**config.mk**
```make
export PLATFORM = sky130hd
export DESIGN_NAME = mem_arbiter
export DESIGN_NICKNAME = d
export VERILOG_FILES = /design/src/rtl/mem_arb_pkg.sv /design/src/rtl/mem_arb_bank.sv /design/src/rtl/mem_arbiter.sv
export SDC_FILE = /design/constraint.sdc
export NUM_CORES = 1
export LEC_CHECK = 0
export CORE_AREA = 2 2 220 222
export DETAILED_ROUTE_END_ITERATION = 12
export DIE_AREA = 0 0 222 224
export GPL_TIMING_DRIVEN = 1
export SLEW_MARGIN = 20
export SYNTH_ARGS = -nofsm -noshare
export SYNTH_HDL_FRONTEND = slang
export SYNTH_SLANG_ARGS = --single-unit
export TNS_END_PERCENT = 5
```
**constraint.sdc**
```tcl
create_clock -name clock -period 2.12 [get_ports clock]
set_clock_uncertainty 0.1 [all_clocks]
set_input_delay 0.424 -clock clock [delete_from_list [all_inputs] [get_ports clock]]
set_output_delay 0.424 -clock clock [all_outputs]
set_load 0.005 [all_outputs]
```
**src/rtl/mem_arb_pkg.sv**
```systemverilog
// Shared constants and helpers for the two-bank SRAM arbiter.
//   DEF_ADDR_W / DEF_DATA_W : default SRAM word-address and data widths
//   BANK0 / BANK1           : bank select encodings carried on the bank inputs
//   idx_clog2()             : client-index width, never less than one bit
package mem_arb_pkg;

    localparam int unsigned DEF_ADDR_W = 19;
    localparam int unsigned DEF_DATA_W = 36;

    localparam logic BANK0 = 1'b0;
    localparam logic BANK1 = 1'b1;

    // Bits needed to hold a client index 0..n-1 (a single client still gets one bit).
    function automatic int unsigned idx_clog2(input int unsigned n);
        int unsigned w;
        w = 1;
        while ((64'd1 << w) < 64'(n)) begin
            w = w + 1;
        end
        return w;
    endfunction

endpackage

```
**src/rtl/mem_arb_bank.sv**
```systemverilog
// One SRAM bank's slice of the arbiter: candidate mask, winner picker,
// memory port mux and the read-tag pipeline that routes returning data.
// Build option: MEM_ARBITER_RR_EN selects round-robin instead of fixed priority.
//   clock, reset      : system clock, synchronous active-high reset
//   req_i/wr_i/bank_i : per-client request, direction (1=write), target bank
//   addr_i/wdata_i    : per-client address and write data, packed per client
//   grant_o           : combinational one-hot grant for this bank
//   mem_*             : SRAM port for this bank
//   rvalid_o/rdata_o  : per-client read return from this bank (data 0 when not valid)
module mem_arb_bank
    import mem_arb_pkg::*;
#(
    parameter int unsigned NUM_CLIENTS = 4,
    parameter int unsigned ADDR_W      = DEF_ADDR_W,
    parameter int unsigned DATA_W      = DEF_DATA_W,
    parameter int unsigned READ_LAT    = 2,
    parameter logic        BANK_SEL    = BANK0
) (
    input  logic                          clock,
    input  logic                          reset,
    input  logic [NUM_CLIENTS-1:0]        req_i,
    input  logic [NUM_CLIENTS-1:0]        wr_i,
    input  logic [NUM_CLIENTS-1:0]        bank_i,
    input  logic [NUM_CLIENTS*ADDR_W-1:0] addr_i,
    input  logic [NUM_CLIENTS*DATA_W-1:0] wdata_i,
    output logic [NUM_CLIENTS-1:0]        grant_o,
    output logic [ADDR_W-1:0]             mem_addr_o,
    output logic [DATA_W-1:0]             mem_write_o,
    output logic                          mem_wr_o,
    input  logic [DATA_W-1:0]             mem_read_i,
    output logic [NUM_CLIENTS-1:0]        rvalid_o,
    output logic [NUM_CLIENTS*DATA_W-1:0] rdata_o
);

    localparam int unsigned IDX_W = idx_clog2(NUM_CLIENTS);

    typedef struct packed {
        logic             valid;
        logic [IDX_W-1:0] idx;
    } tag_t;

    logic [NUM_CLIENTS-1:0] cand;
    logic                   win_any;
    logic [IDX_W-1:0]       win_idx;
    tag_t                   tag_d;
    tag_t                   tag_q [READ_LAT];
    tag_t                   tag_tail;

    // Clients asking for this bank; reset suppresses every request.
    always_comb begin
        cand = '0;
        for (int c = 0; c < int'(NUM_CLIENTS); c++) begin
            cand[c] = req_i[c] && (bank_i[c] == BANK_SEL) && !reset;
        end
    end

`ifdef MEM_ARBITER_RR_EN
    logic [IDX_W-1:0] ptr_q;
    logic [IDX_W-1:0] ptr_d;
    logic             hi_any;
    logic [IDX_W-1:0] hi_idx;

    // Round-robin: prefer the lowest candidate above the last winner,
    // otherwise wrap to the lowest candidate overall.
    always_comb begin
        win_any = 1'b0;
        win_idx = '0;
        hi_any  = 1'b0;
        hi_idx  = '0;
        for (int c = int'(NUM_CLIENTS) - 1; c >= 0; c--) begin
            if (cand[c]) begin
                win_any = 1'b1;
                win_idx = IDX_W'(c);
                if (IDX_W'(c) > ptr_q) begin
                    hi_any = 1'b1;
                    hi_idx = IDX_W'(c);
                end
            end
        end
        if (hi_any) begin
            win_idx = hi_idx;
        end
    end

    // Last-winner pointer moves only when this bank grants.
    always_comb begin
        ptr_d = ptr_q;
        if (win_any) begin
            ptr_d = win_idx;
        end
    end

    always_ff @(posedge clock) begin
        if (reset) begin
            ptr_q <= IDX_W'(NUM_CLIENTS - 1);
        end else begin
            ptr_q <= ptr_d;
        end
    end
`else
    // Fixed priority: lowest-index candidate wins.
    always_comb begin
        win_any = 1'b0;
        win_idx = '0;
        for (int c = int'(NUM_CLIENTS) - 1; c >= 0; c--) begin
            if (cand[c]) begin
                win_any = 1'b1;
                win_idx = IDX_W'(c);
            end
        end
    end
`endif

    // Grant decode and SRAM port mux; an idle bank drives all zeros.
    always_comb begin
        grant_o     = '0;
        mem_addr_o  = '0;
        mem_write_o = '0;
        mem_wr_o    = 1'b0;
        for (int c = 0; c < int'(NUM_CLIENTS); c++) begin
            if (win_any && (win_idx == IDX_W'(c))) begin
                grant_o[c] = 1'b1;
                mem_addr_o = addr_i[c*ADDR_W +: ADDR_W];
                mem_wr_o   = wr_i[c];
                if (wr_i[c]) begin
                    mem_write_o = wdata_i[c*DATA_W +: DATA_W];
                end
            end
        end
    end

    // Only granted reads enter the tag pipeline.
    always_comb begin
        tag_d       = '0;
        tag_d.valid = win_any && !mem_wr_o;
        tag_d.idx   = win_idx;
    end

    always_ff @(posedge clock) begin
        if (reset) begin
            for (int i = 0; i < int'(READ_LAT); i++) begin
                tag_q[i] <= '0;
            end
        end else begin
            tag_q[0] <= tag_d;
            for (int i = 1; i < int'(READ_LAT); i++) begin
                tag_q[i] <= tag_q[i-1];
            end
        end
    end

    assign tag_tail = tag_q[READ_LAT-1];

    // Route returning SRAM data to the issuing client; masked during reset so a
    // read issued just before reset can never surface.
    always_comb begin
        rvalid_o = '0;
        rdata_o  = '0;
        for (int c = 0; c < int'(NUM_CLIENTS); c++) begin
            if (!reset && tag_tail.valid && (tag_tail.idx == IDX_W'(c))) begin
                rvalid_o[c]                  = 1'b1;
                rdata_o[c*DATA_W +: DATA_W]  = mem_read_i;
            end
        end
    end

endmodule

```
**src/rtl/mem_arbiter.sv**
```systemverilog
// N-client arbiter for the two external SRAM banks (mem0/mem1). Each bank is
// arbitrated independently by a mem_arb_bank instance; grants and read returns
// of the two banks are merged here.
// Build option: MEM_ARBITER_RR_EN selects per-bank round-robin arbitration.
//   clock, reset           : system clock, synchronous active-high reset
//   req, wr, bank          : per-client request, direction (1=write), bank (0=mem0)
//   addr, wdata            : per-client address / write data, client c at [c*W +: W]
//   grant                  : combinational accept, one per client
//   rvalid, rdata          : per-client read return strobe and data
//   mem0_*, mem1_*         : SRAM bank ports
module mem_arbiter
    import mem_arb_pkg::*;
#(
    parameter int unsigned NUM_CLIENTS = 4,
    parameter int unsigned ADDR_W      = DEF_ADDR_W,
    parameter int unsigned DATA_W      = DEF_DATA_W,
    parameter int unsigned READ_LAT    = 2
) (
    input  logic                          clock,
    input  logic                          reset,
    input  logic [NUM_CLIENTS-1:0]        req,
    input  logic [NUM_CLIENTS-1:0]        wr,
    input  logic [NUM_CLIENTS-1:0]        bank,
    input  logic [NUM_CLIENTS*ADDR_W-1:0] addr,
    input  logic [NUM_CLIENTS*DATA_W-1:0] wdata,
    output logic [NUM_CLIENTS-1:0]        grant,
    output logic [NUM_CLIENTS-1:0]        rvalid,
    output logic [NUM_CLIENTS*DATA_W-1:0] rdata,
    output logic [ADDR_W-1:0]             mem0_addr,
    output logic [DATA_W-1:0]             mem0_write,
    output logic                          mem0_wr,
    input  logic [DATA_W-1:0]             mem0_read,
    output logic [ADDR_W-1:0]             mem1_addr,
    output logic [DATA_W-1:0]             mem1_write,
    output logic                          mem1_wr,
    input  logic [DATA_W-1:0]             mem1_read
);

    logic [NUM_CLIENTS-1:0]        grant0, grant1;
    logic [NUM_CLIENTS-1:0]        rvalid0, rvalid1;
    logic [NUM_CLIENTS*DATA_W-1:0] rdata0, rdata1;

    mem_arb_bank #(
        .NUM_CLIENTS (NUM_CLIENTS),
        .ADDR_W      (ADDR_W),
        .DATA_W      (DATA_W),
        .READ_LAT    (READ_LAT),
        .BANK_SEL    (BANK0)
    ) u_bank0 (
        .clock       (clock),
        .reset       (reset),
        .req_i       (req),
        .wr_i        (wr),
        .bank_i      (bank),
        .addr_i      (addr),
        .wdata_i     (wdata),
        .grant_o     (grant0),
        .mem_addr_o  (mem0_addr),
        .mem_write_o (mem0_write),
        .mem_wr_o    (mem0_wr),
        .mem_read_i  (mem0_read),
        .rvalid_o    (rvalid0),
        .rdata_o     (rdata0)
    );

    mem_arb_bank #(
        .NUM_CLIENTS (NUM_CLIENTS),
        .ADDR_W      (ADDR_W),
        .DATA_W      (DATA_W),
        .READ_LAT    (READ_LAT),
        .BANK_SEL    (BANK1)
    ) u_bank1 (
        .clock       (clock),
        .reset       (reset),
        .req_i       (req),
        .wr_i        (wr),
        .bank_i      (bank),
        .addr_i      (addr),
        .wdata_i     (wdata),
        .grant_o     (grant1),
        .mem_addr_o  (mem1_addr),
        .mem_write_o (mem1_write),
        .mem_wr_o    (mem1_wr),
        .mem_read_i  (mem1_read),
        .rvalid_o    (rvalid1),
        .rdata_o     (rdata1)
    );

    // A client targets one bank per request, so the banks never return to the
    // same client in one cycle and a plain OR merge is exact.
    assign grant  = grant0 | grant1;
    assign rvalid = rvalid0 | rvalid1;
    assign rdata  = rdata0 | rdata1;

endmodule
```
# ---- Word level (Yosys, flattened, before mapping)
# Memories as Yosys holds them, arrays and structs flattened.
# Index checks and enable logic that the tools add are counted.
dict set report op_classes {
  n_eq_ne 12
  n_bitwise 11
  muxes 78
  reduce_logical 43
}
# operator count
set op_table {}
lappend op_table {{two-way mux 36 bit} 23}
lappend op_table {{two-way mux 19 bit} 8}
lappend op_table {{bitwise OR 144 bit} 1}
lappend op_table {{logical AND 1 bit} 36}
lappend op_table {{two-way mux 1 bit} 35}
lappend op_table {{== test 2 bit, second input constant} 8}
lappend op_table {{two-way mux 2 bit} 8}
lappend op_table {{two-way mux 3 bit} 4}
lappend op_table {{== test 2 x 1 -> 1 bit, second input constant} 4}
lappend op_table {{zero test 2 bit} 4}
lappend op_table {{bitwise OR 4 bit} 2}
lappend op_table {{inverter 1 bit} 4}
lappend op_table {{bitwise OR 1 bit} 4}
lappend op_table {{zero test 1 bit} 3}
dict set report word_totals {
  inputBits 306
  ramBits 12
  n_memories 2
  register_bits 0
}
# memory words word_bits rd rd_ports_with_merged_regs wr line_no
set mem_list {}
lappend mem_list {u_bank0.tag_q 2 3 2 0 2 mem_arb_bank.sv:46} ;# tag_t tag_q [READ_LAT];
lappend mem_list {u_bank1.tag_q 2 3 2 0 2 mem_arb_bank.sv:46}

# ---- Logic depth before layout (Yosys ltp)
dict set report depth {
  depth_word 16
  ltp_mapped 8
  mapped_depth_nobuf 5
}

# ---- Hierarchy
# Synthesis repeated with hierarchy kept, for this count alone.
dict set report hier_totals {
  cells_unflattened 926
  hier_area_um2 6289.8
}
# module instances area_each_um2 cells_per_inst
set by_module_without_submodules {}
lappend by_module_without_submodules {{mem_arb_bank (u_bank0)} 1 2821.5 368}
lappend by_module_without_submodules {{mem_arb_bank (u_bank1)} 1 2517.4 406}
lappend by_module_without_submodules {mem_arbiter 1 950.9 152}

# ---- Least setup slack after synthesis
# Ideal clock, no wire load.
dict set report synth_path {
  path_type {input port to output port}
  from {input port bank[0]}
  to {output port mem0_wr}
  path_stages 7
  path_slack_ps -68
  required_ps 1596
  arrival_time_ps 1664
  cell_sequence {buf_4 > nor2b_2 > buf_6 > nor3_2 > buf_6 > buf_6 > or4_1}
}
dict set report synth_via {
  elab_chain_cells 10
  elab_cells_between_ends 17
}
# item line_no
set synth_rtl {}
lappend synth_rtl {{start: declaration} mem_arbiter.sv:23} ;# input logic [NUM_CLIENTS-1:0] bank,
lappend synth_rtl {{inverter 1 bit *} mem_arb_bank.sv:53} ;# cand[c] = req_i[c] && (bank_i[c] == BANK_SEL) && !reset;
lappend synth_rtl {{logical AND 1 bit * (2 in series)} mem_arb_bank.sv:53}
lappend synth_rtl {{two-way mux 2 bit} mem_arb_bank.sv:106} ;# if (cand[c]) begin
lappend synth_rtl {{zero test 2 bit} mem_arb_bank.sv:121} ;# if (win_any && (win_idx == IDX_W'(c))) begin
lappend synth_rtl {{logical AND 1 bit} mem_arb_bank.sv:121}
lappend synth_rtl {{two-way mux 1 bit (3 in series)} mem_arb_bank.sv:121}
lappend synth_rtl {{two-way mux 1 bit *} mem_arb_bank.sv:121}
lappend synth_rtl {{end: declaration} mem_arbiter.sv:31} ;# output logic mem0_wr,
# Every way passes the cells marked *; elsewhere a longest branch is shown, timed or not.

# ---- Worst setup path in the final report
dict set report layout_path {
  from {input port bank[0]}
  to {output port mem1_write[5]}
}
dict set report layout_via {
  elab_chain_cells 12
  elab_cells_between_ends 19
}
# item line_no
set layout_rtl {}
lappend layout_rtl {{logical AND 1 bit * (2 in series)} mem_arb_bank.sv:53}
lappend layout_rtl {{two-way mux 2 bit} mem_arb_bank.sv:106}
lappend layout_rtl {{zero test 2 bit} mem_arb_bank.sv:121}
lappend layout_rtl {{logical AND 1 bit} mem_arb_bank.sv:121}
lappend layout_rtl {{two-way mux 36 bit} mem_arb_bank.sv:121}
lappend layout_rtl {{two-way mux 36 bit} mem_arb_bank.sv:125} ;# if (wr_i[c]) begin
lappend layout_rtl {{two-way mux 36 bit} mem_arb_bank.sv:121}
lappend layout_rtl {{two-way mux 36 bit} mem_arb_bank.sv:125}
lappend layout_rtl {{two-way mux 36 bit} mem_arb_bank.sv:121}
lappend layout_rtl {{two-way mux 36 bit} mem_arb_bank.sv:125}
lappend layout_rtl {{two-way mux 36 bit *} mem_arb_bank.sv:121}
lappend layout_rtl {{end: declaration} mem_arbiter.sv:34} ;# output logic [DATA_W-1:0] mem1_write,
# Marks and branches as above.

==> results.md <==
* H-tree depth at 1
* Worst-Margin Slew at 0.535 ns
* Psw at 959 µW
* Layout cells sized above 1 at 46.7%
* Top post-synthesis cells by count: a22o_1 (177), nand2_1 (48), buf_2 (45)
* Slowest-stage cell, CP: a22o_4
* Yosys top cell area share at 32.0%
* Comb power frac at 76.7%
* First-pass GRT wire length at 69700 µm
* Detailed-route via count at 9964
* Cell variety after synth at 52
* # nets final at 1753
* # IOs at 570
* Drt pass-1 iters at 5
* CTS tree: built
* Seq/Total Area, Yosys at 4.97%
* DP Worst Slack at -1.23 ns
* Gp weighted congestion at 0.912
* Dpl hpwl at 36900 µm
* Slew headroom at 64.3%
* Final core occ at 30.0%
* PortBufs at 569
* Clk Latency, worst-skew pair at 0.24 ns
* Largest net degree at the start of global routing at 34
* CP peak stage delay at 0.24 ns
* DRC violations left at 0
* Hold buffers post-CTS at 0
* Crit-path max FO at 8
* CTS root buffer: clkbuf_16
* Mapped Cells at 643
* Crit share post-route at 118%
* Die Ht at 224 µm
* Routed Antenna Nets at 0
* Mapped Area at 4840 µm²
* Area growth, synth to finish at 193%
* Most used DFF post-synth: dfxtp_1
* Max-slew violation count at 0
* Die X at 222 µm
* Final hold vios at 0
* Syn Nets at 949
* Clock network power share at 14.0%
* Buf/Inv on CP at 6
* Yosys warns at 0
* Final wirelength at 52500 µm
* Initial Utilization at 10.2%
* Path type of the worst min-delay path: reg2reg
* Initial antenna violation count at 6
* Setup tns final at -50.81 ns
* Fin crit period at 2.50 ns
* RSZ-0062 raised after global routing: true
* CP endpoint kind: primary output
* Post-synth EDFFs at 0
* Top cells by area, synth: a22o_1 (32%), a221oi_1 (7.4%), a221o_1 (7.0%)
* Final setup vio count at 254
* Mapped Avg Cell Area at 7.52 µm²
* CTS Sinks at 12
* MaxCap Viol Count at 0
* Iter 0 DRT Violations at 697
* Total GRT Usage at 18.7%
* Clock Path Buffers at 2
* Critical path class: in2out
* Pwr Density at 188 nW/µm²
* Worst vdd ir at 0.232 mV
* Status: finished with violations
* DIE AREA at 49700 µm²
* Yosys reg bits at 12
* Int Power at 1.71 mW
* Sw Ratio at 35.9%
* Row count at 80
* FMAX at 401 MHz
* Share of power burned in registers at 9.3%
* Pwr Total at 2.67 mW
* Core area at 47300 µm²
* DR vias/cell at 4.83
* Worst EP arrival at 1.97 ns
* Fill cells at 5020
* Family with the most delay on the worst path: buffers and inverters
* Async SR Flop Fraction at 0%
* Failing checks: setup timing
* Yosys top cell by area: a22o_1
* Final WS setup at -0.376 ns
* Most frequent cell after synthesis: a22o_1
* Required time of the critical path at 1.60 ns
* Vias in the first global route at 10200
* Drt wl/cell at 25.4 µm
* Leakage Power at 6.29 nW
* Reg clk slew, reported paths at 0.04 ns
* CTS buffer count at 3
* Startpoint Class: primary input
* Critical path cell sequence: buf_12 -> buf_6 -> a22o_4 -> buf_6 -> nor3_4 -> buf_12 -> buf_4 -> a221oi_2 -> o21ai_2 -> buf_2
* Grt total ovfl at 0
[layout by cell type (no fill, tap or decap), drive strengths merged, types with 7 or more instances in the layout]
cell type / instances
nand2b: 8
a21oi: 7
dlygate4sd2: 11
a22o: 178
buf: 499
dfxtp: 12
mux2i: 19
clkbuf: 66
a221o: 34
clkdlybuf4s15: 11
o2bb2ai: 19
nor3: 7
nor2b: 14
o21ai: 51
a22oi: 17
nand2: 48
nor2: 48
a221oi: 41
clkdlybuf4s50: 293
a222oi: 17
[power groups by stage]
stage	Clock (mW)	Combinational [mW]	Sequential, mW
floorplan	0	0.455	0.248
global placement	0	1.90	0.250
detailed placement	0	1.91	0.251
CTS	0.384	2.00	0.247
global route	0.397	2.15	0.249
finish	0.373	2.05	0.248
[what timing repair did]
action                     in CTS  in global routing
setup endpoints to repair     265                260
gates cloned                   20                 11
gates resized for setup       760                405
pin swaps                     106                133
setup buffers                  43                 35
[routing by layer]
layer / part of all wire (%) / vias up / GRT usage, % / routed length, µm
met2: 51 / 715 / 35.8 / 26800
met5: 0.025 / - / 0 / 13
li1: - / 4366 / - / -
met1: 36 / 4756 / 20.3 / 19000
met4: 5.1 / 2 / 6.91 / 2680
met3: 7.6 / 125 / 3.52 / 3970
[cell type report]
type                            instances  area [µm²]  share of cell area, %
Multi-Input combinational cell        551        4730                   33.3
Sequential cell                        12         240                   1.69
Timing Repair Buffer                  878        8360                   58.9
Clock buffer                            4        88.8                  0.626
Antenna cell                            1        2.50                 0.0176
Inverter                                1        7.51                 0.0529
Tap cell                              615         769                   5.42
[metrics by stage]
stage / cell area, µm² / instances / hold WS (ns)
finish: 14200 / 2062 / 0.331
global placement: 12900 / 1954 / 0.323
global route: 14200 / 2062 / 0.348
floorplan: 4870 / 643 / 0.314
detailed placement: 12900 / 1954 / 0.321
CTS: 13900 / 2020 / 0.336
[sequential cells by signal, summed over array words and instances, names as in the netlist]
name / count
u_bank0.tag_q: 6
u_bank1.tag_q: 6
[worst paths after layout]
path | cells after the start | start | endpoint | slack (ns)
worst min-delay path | 1 | u_bank0.tag_q[0][1] | u_bank0.tag_q[0][4] | 0.33
worst max register to register | 1 | u_bank0.tag_q[0][0] | u_bank0.tag_q[0][3] | 1.49
worst max-delay path | 10 | bank[0] | mem1_write[5] | -0.38
worst min register to register | 1 | u_bank0.tag_q[0][1] | u_bank0.tag_q[0][4] | 0.33
[cell families (layout without fill, tap and decap cells)]
logic type | after synthesis | in the layout | share of synthesized area [%]
compound gates | 375 | 375 | 64.8
flops | 12 | 12 | 4.97
other cells | 0 | 1 | 0
buf+inv | 80 | 883 | 9.08
xor+xnor | 1 | 1 | 0.181
mux | 19 | 19 | 3.93
simple gates | 156 | 156 | 17.1
Note: power is estimated with default switching activity, not from simulation.
